[config.mk]
export PLATFORM = sky130hd
export DESIGN_NAME = dmem_responder
export DESIGN_NICKNAME = d
export VERILOG_FILES = /design/src/rtl/dmem_responder.sv
export SDC_FILE = /design/constraint.sdc
export NUM_CORES = 2
export LEC_CHECK = 0
export BUFFER_PORTS_ARGS = -buffer_cell sky130_fd_sc_hd__buf_2
export CAP_MARGIN = 10
export CORE_ASPECT_RATIO = 1.4
export CORE_MARGIN = 2
export CORE_UTILIZATION = 55
export CTS_CLUSTER_DIAMETER = 40
export DETAILED_ROUTE_END_ITERATION = 10
export PLACE_DENSITY = 0.77
export SLEW_MARGIN = 20
export SYNTH_ARGS = -nofsm -noshare
export SYNTH_HDL_FRONTEND = slang
export SYNTH_SLANG_ARGS = --single-unit
[constraint.sdc]
create_clock -name clk -period 5.36 [get_ports clk]
set_input_delay 1.34 -clock clk [delete_from_list [all_inputs] [get_ports clk]]
set_output_delay 1.34 -clock clk [all_outputs]
set_load 0.05 [all_outputs]
[src/rtl/dmem_responder.sv]
// Variable-latency data-memory target for the core's load/store port.
// Holds 2^DEPTH_LOG2 words, supports word and byte accesses, and flags out-of-range or misaligned addresses.
module dmem_responder #(
  parameter int DEPTH_LOG2  = 6,
  parameter int WAIT_CYCLES = 2
) (
  input  logic        clk,
  input  logic        reset,
  input  logic        req,
  input  logic        we,
  input  logic        byte_en,
  input  logic [31:0] addr,
  input  logic [31:0] wdata,
  output logic        ready,
  output logic [31:0] rdata,
  output logic        err,
  output logic        busy,
  output logic [1:0]  dbg_state
);

  // Handshake: the requester holds req (and its fields) until ready; the request is taken
  // only in IDLE, ready is a single-cycle strobe, and rdata/err stay put until the next response.

  localparam int WORDS = 1 << DEPTH_LOG2;
  localparam logic [3:0] CNT_LOAD = 4'((WAIT_CYCLES > 0) ? WAIT_CYCLES - 1 : 0);

  typedef enum logic [1:0] {
    S_IDLE = 2'd0,
    S_BUSY = 2'd1,
    S_RESP = 2'd2
  } state_t;

  state_t      r_state;
  state_t      w_next;
  logic [3:0]  r_cnt;
  logic [3:0]  w_cnt_next;
  logic        r_we;
  logic        r_byte_en;
  logic [31:0] r_addr;
  logic [31:0] r_wdata;
  logic [31:0] r_mem [WORDS];

  logic                  w_idle;
  logic                  w_we;
  logic                  w_byte_en;
  logic [31:0]           w_addr;
  logic [31:0]           w_wdata;
  logic [DEPTH_LOG2-1:0] w_idx;
  logic [1:0]            w_lane;
  logic                  w_fault;
  logic                  w_commit;
  logic [31:0]           w_word;
  logic [7:0]            w_lane_byte;

  // With zero wait states the access completes straight from IDLE, so use the live inputs there.
  assign w_idle    = (r_state == S_IDLE);
  assign w_we      = w_idle ? we      : r_we;
  assign w_byte_en = w_idle ? byte_en : r_byte_en;
  assign w_addr    = w_idle ? addr    : r_addr;
  assign w_wdata   = w_idle ? wdata   : r_wdata;

  assign w_idx       = w_addr[DEPTH_LOG2+1:2];
  assign w_lane      = w_addr[1:0];
  assign w_fault     = (|w_addr[31:DEPTH_LOG2+2]) || (!w_byte_en && (w_lane != 2'd0));
  assign w_word      = r_mem[w_idx];
  assign w_lane_byte = w_word[{w_lane, 3'b000} +: 8];
  assign w_commit    = (w_next == S_RESP) && !reset;

  always_comb begin
    w_next     = r_state;
    w_cnt_next = r_cnt;
    case (r_state)
      S_IDLE: begin
        if (req) begin
          if (WAIT_CYCLES == 0) begin
            w_next = S_RESP;
          end else begin
            w_next     = S_BUSY;
            w_cnt_next = CNT_LOAD;
          end
        end
      end
      S_BUSY: begin
        if (r_cnt == 4'd0) begin
          w_next = S_RESP;
        end else begin
          w_cnt_next = r_cnt - 4'd1;
        end
      end
      S_RESP:  w_next = S_IDLE;
      default: w_next = S_IDLE;
    endcase
  end

  always_ff @(posedge clk or posedge reset) begin
    if (reset) begin
      r_state   <= S_IDLE;
      r_cnt     <= 4'd0;
      r_we      <= 1'b0;
      r_byte_en <= 1'b0;
      r_addr    <= 32'd0;
      r_wdata   <= 32'd0;
      rdata     <= 32'd0;
      err       <= 1'b0;
    end else begin
      r_state <= w_next;
      r_cnt   <= w_cnt_next;
      if (w_idle && req) begin
        r_we      <= we;
        r_byte_en <= byte_en;
        r_addr    <= addr;
        r_wdata   <= wdata;
      end
      if (w_commit) begin
        err <= w_fault;
        if (w_fault || w_we) begin
          rdata <= 32'd0;
        end else if (w_byte_en) begin
          rdata <= {24'd0, w_lane_byte};
        end else begin
          rdata <= w_word;
        end
      end
    end
  end

  // Memory is deliberately not reset; a store aborted by reset never reaches this edge.
  always_ff @(posedge clk) begin
    if (w_commit && w_we && !w_fault) begin
      if (w_byte_en) begin
        r_mem[w_idx][{w_lane, 3'b000} +: 8] <= w_wdata[7:0];
      end else begin
        r_mem[w_idx] <= w_wdata;
      end
    end
  end

  assign ready     = (r_state == S_RESP);
  assign busy      = (r_state != S_IDLE);
  assign dbg_state = r_state;

endmodule

==> summary.md <==
| Metric | Value |
|---|---|
| Final HPWL DP | `169 mm` |
| Static Leak | `around 32 nW` |
| Worst R2R Start | `r_addr[4]` |
| Die Span X | `~330 um` |
| IO Port Bufs | `105` |
| Global route overflow | `0` |
| Storage cell area | `0.0641 sq mm` |
| GRT Overall Usage | `0.350` |
| Max cap viols | `0` |
| Site Rows | `168` |
| Via count | `57.7k` |
| Sequential area share after synthesis | `0.771` |
| DRC viols | `0` |
| YS warnings | `0` |
| Worst-Margin Slew | `~1.2 ns` |
| CP Class | `reg -> reg` |
| Top FF cell, synth | `edfxtp_1` |
| Async SR Flop Fraction | `0.0488` |
| Synthesis-stage register bit count | `2153` |
| DRT antenna net count | `0` |
| Placed cell count | `7663` |
| Crit. End Element | `flip-flop` |
| Final period utilization | `0.904` |
| WP data arrival | `~5.6 ns` |
| Detailed-route wire length per cell | `34.4 um` |
| Req. time, crit path | `6.11 ns` |
| Fmax | `206 MHz` |
| Vias in the first global route | `56.0k` |
| Via-to-Cell Ratio | `7.20` |
| Setup bufs post-CTS | `0` |
| Final Setup Violations | `0` |
| Pwr Density | `609 mW/mm^2` |
| Worst-Skew Late Latency | `approximately 0.84 ns` |
| Drt first pass iters | `9` |
| Status | `completed` |
| Die area | `0.154 sq mm` |
| Core box area | `0.150 sq mm` |
| H-Tree Depth | `4` |
| Syn_nets | `5567` |
| Area of the multi-input gates | `0.0177 sq mm` |
| Final Skew | `0.0364 ns` |
| Synthesized instance count | `5492` |
| Largest net degree at the start of global routing | `82` |
| Longest Clk Path Bufs | `3` |
| CTS buffer count | `183` |
| Netlist cell types | `86` |
| Max-slew violations | `0` |
| Worst-path clk slew | `0.07 ns` |
| Slew margin rel. | `0.164` |
| Min cycle time layout | `slightly below 5 ns` |
| Layout area overhead | `14.8%` |
| Final WL | `~280 mm` |
| Fin cells | `8012` |
| Final Hold Vio Count | `0` |
| EDFF count, synth | `2048` |
| CTS tree | `built` |
| First-pass GRT wire length | `a little under 400 mm` |
| Initial Utilization | `0.554` |
| Critical Path Source | `r_addr[4]` |
| GPL Wtd Cong | `approximately 0.98` |
| I/O pins | `106` |
| Clock sink count | `2153` |
| Layout cell share with drive strength beyond 1 | `0.177` |
| CP startpoint kind | `flip-flop` |
| Initial drt markers | `9987` |
| Filler cells | `10.1k` |
| Initial antenna violation count | `14` |
| Maximum vdd drop | `0.000578 V` |
| RSZ-0062 raised after global routing | `false` |
| Die Y | `~460 um` |
| Root Buffer | `clkbuf_16` |
| CTS resizes | `0` |
| Mapped cell area | `roughly 0.083 sq mm` |
| Min-delay worst type | `in -> async` |
| Total power | `58.2 mW` |
| Syn Area/Cell | `15.2 sq um` |
| # hold bufs at CTS | `0` |
| Final nets | `5968` |
| Worst Path Max Fanout | `19` |
[cell usage after synthesis (8+ instances only)]
| cell | count | area (sq um) |
|---|---|---|
| o211ai_1 | 21 | 158 |
| o221ai_1 | 47 | 412 |
| a211oi_1 | 23 | 173 |
| nor2_1 | 218 | 818 |
| o21ai_0 | 95 | 475 |
| o22a_1 | 10 | 87.6 |
| nor3_1 | 226 | 1130 |
| a31oi_1 | 91 | 569 |
| a22o_1 | 12 | 105 |
| o21ai_1 | 9 | 45.0 |
| nor4_1 | 40 | 250 |
| o22ai_1 | 652 | 4080 |
| nand2_1 | 645 | 2420 |
| mux2_2 | 69 | 777 |
| and2_1 | 8 | 50.1 |
| a221oi_1 | 12 | 105 |
| clkbuf_1 | 127 | 477 |
| mux2i_1 | 90 | 901 |
| nor2b_1 | 8 | 50.1 |
| a222oi_1 | 8 | 80.1 |
| buf_2 | 188 | 941 |
| a21oi_1 | 152 | 761 |
| or4_1 | 14 | 105 |
| inv_1 | 9 | 33.8 |
| dfrtp_1 | 105 | 2630 |
| buf_4 | 36 | 270 |
| nand4_1 | 18 | 113 |
| a32oi_1 | 110 | 963 |
| edfxtp_1 | 2048 | 61500 |
| a32o_1 | 14 | 140 |
| buf_6 | 13 | 146 |
| a22oi_1 | 48 | 360 |
| buf_1 | 47 | 176 |
| and3_1 | 9 | 56.3 |
| nand3_1 | 149 | 746 |
[cell type report]
class                      count  area share
timing repair buffer         630      0.0546
sequential                  2153       0.671
antenna                        8    0.000209
clock buffer                 216      0.0505
clock inverter               125      0.0121
tap                         1955      0.0256
multi-input combinational   2914       0.186
inverter                      11    0.000458
[stage by stage]
stage / util / instance area [sq um] / worst slack (ns) / hold slack, ns / setup TNS [ns]
6_report: 0.637 / 95600 / 0.514 / 0.483 / 0
4_1_cts: 0.637 / 95500 / 0.759 / 0.479 / 0
2_1_floorplan: - / 83200 / -0.225 / 0.480 / -292.69
3_3_place_gp: 0.597 / 89600 / 0.249 / 0.460 / 0
3_5_place_dp: 0.597 / 89600 / 0.182 / 0.470 / 0
5_1_grt: 0.637 / 95600 / 0.506 / 0.502 / 0
[cell usage in the layout, fill, tap and decap left out, types with 21 or more instances in the layout]
master     Yosys  layout
edfxtp_1    2048    2048
nand2_1      645     640
o22ai_1      652     628
buf_4         36     464
nor3_1       226     226
nor2_1       218     208
clkbuf_16      0     188
a21oi_1      152     151
nand3_1      149     148
a32oi_1      110     110
dfrtp_1      105     105
buf_2        188     105
o21ai_0       95      93
a31oi_1       91      86
mux2i_1       90      85
mux2_2        69      68
buf_12         1      60
o221ai_1      47      47
a22oi_1       48      45
clkinv_1       1      43
nor4_1        40      40
clkinv_2       0      31
clkbuf_1     127      26
o22ai_4        0      24
a211oi_1      23      23
o211ai_1      21      21
[critical path, stage by stage, from the launching register on]
cell and delay [ns]:
dfrtp_1 0.67, clkinv_1 0.55, a31oi_4 1.13, buf_12 0.31
o22ai_1 0.17, a2111oi_0 1.00, nand4_1 0.38, mux2_2 0.38
o211ai_1 0.15
[per-layer routing]
layer	GRT usage	part of all wire	vias to the layer above	wire (um)
li1	-	-	22708	-
met1	0.418	0.31	28044	85300
met2	0.535	0.45	5616	124000
met3	0.108	0.15	1299	41600
met4	0.265	0.090	16	25000
met5	0	0.00037	-	103
[flip-flops by register name, summed over array words and instances (netlist names)]
register and cells:
r_byte_en 1, r_mem 2048, err 1, rdata 32, r_cnt 4, dbg_state 2, r_wdata 32, r_we 1
r_addr 32
[final timing paths]
kind,end,slack [ns],cells past startpoint
setup reg to reg,rdata[6],0.51,8
setup / recovery,rdata[6],0.51,8
hold reg to reg,rdata[11],0.49,2
max in group asynchronous,r_addr[6],3.73,3
min in group clk,rdata[11],0.49,2
hold / removal,r_cnt[3],0.48,2
[power breakdown]
part	switching (mW)	internal, mW
sequential	0.447	21.1
clock	6.12	7.31
combinational	17.3	5.99
total	23.9	34.4
[kinds of logic (layout without fill, tap and decap cells)]
group,Yosys count,count (layout),share of synthesized area
muxes,160,160,0.0204
other,0,8,0
AOI/OAI and AO/OA,1373,1373,0.110
buffers and inverters,425,982,0.0253
DFF,2153,2153,0.771
and+or+nand+nor,1374,1374,0.0727
xor gates and xnor gates,1,1,0.000105
adders and majority gates,6,6,0.000902
Note: power is estimated with default switching activity, not from simulation.
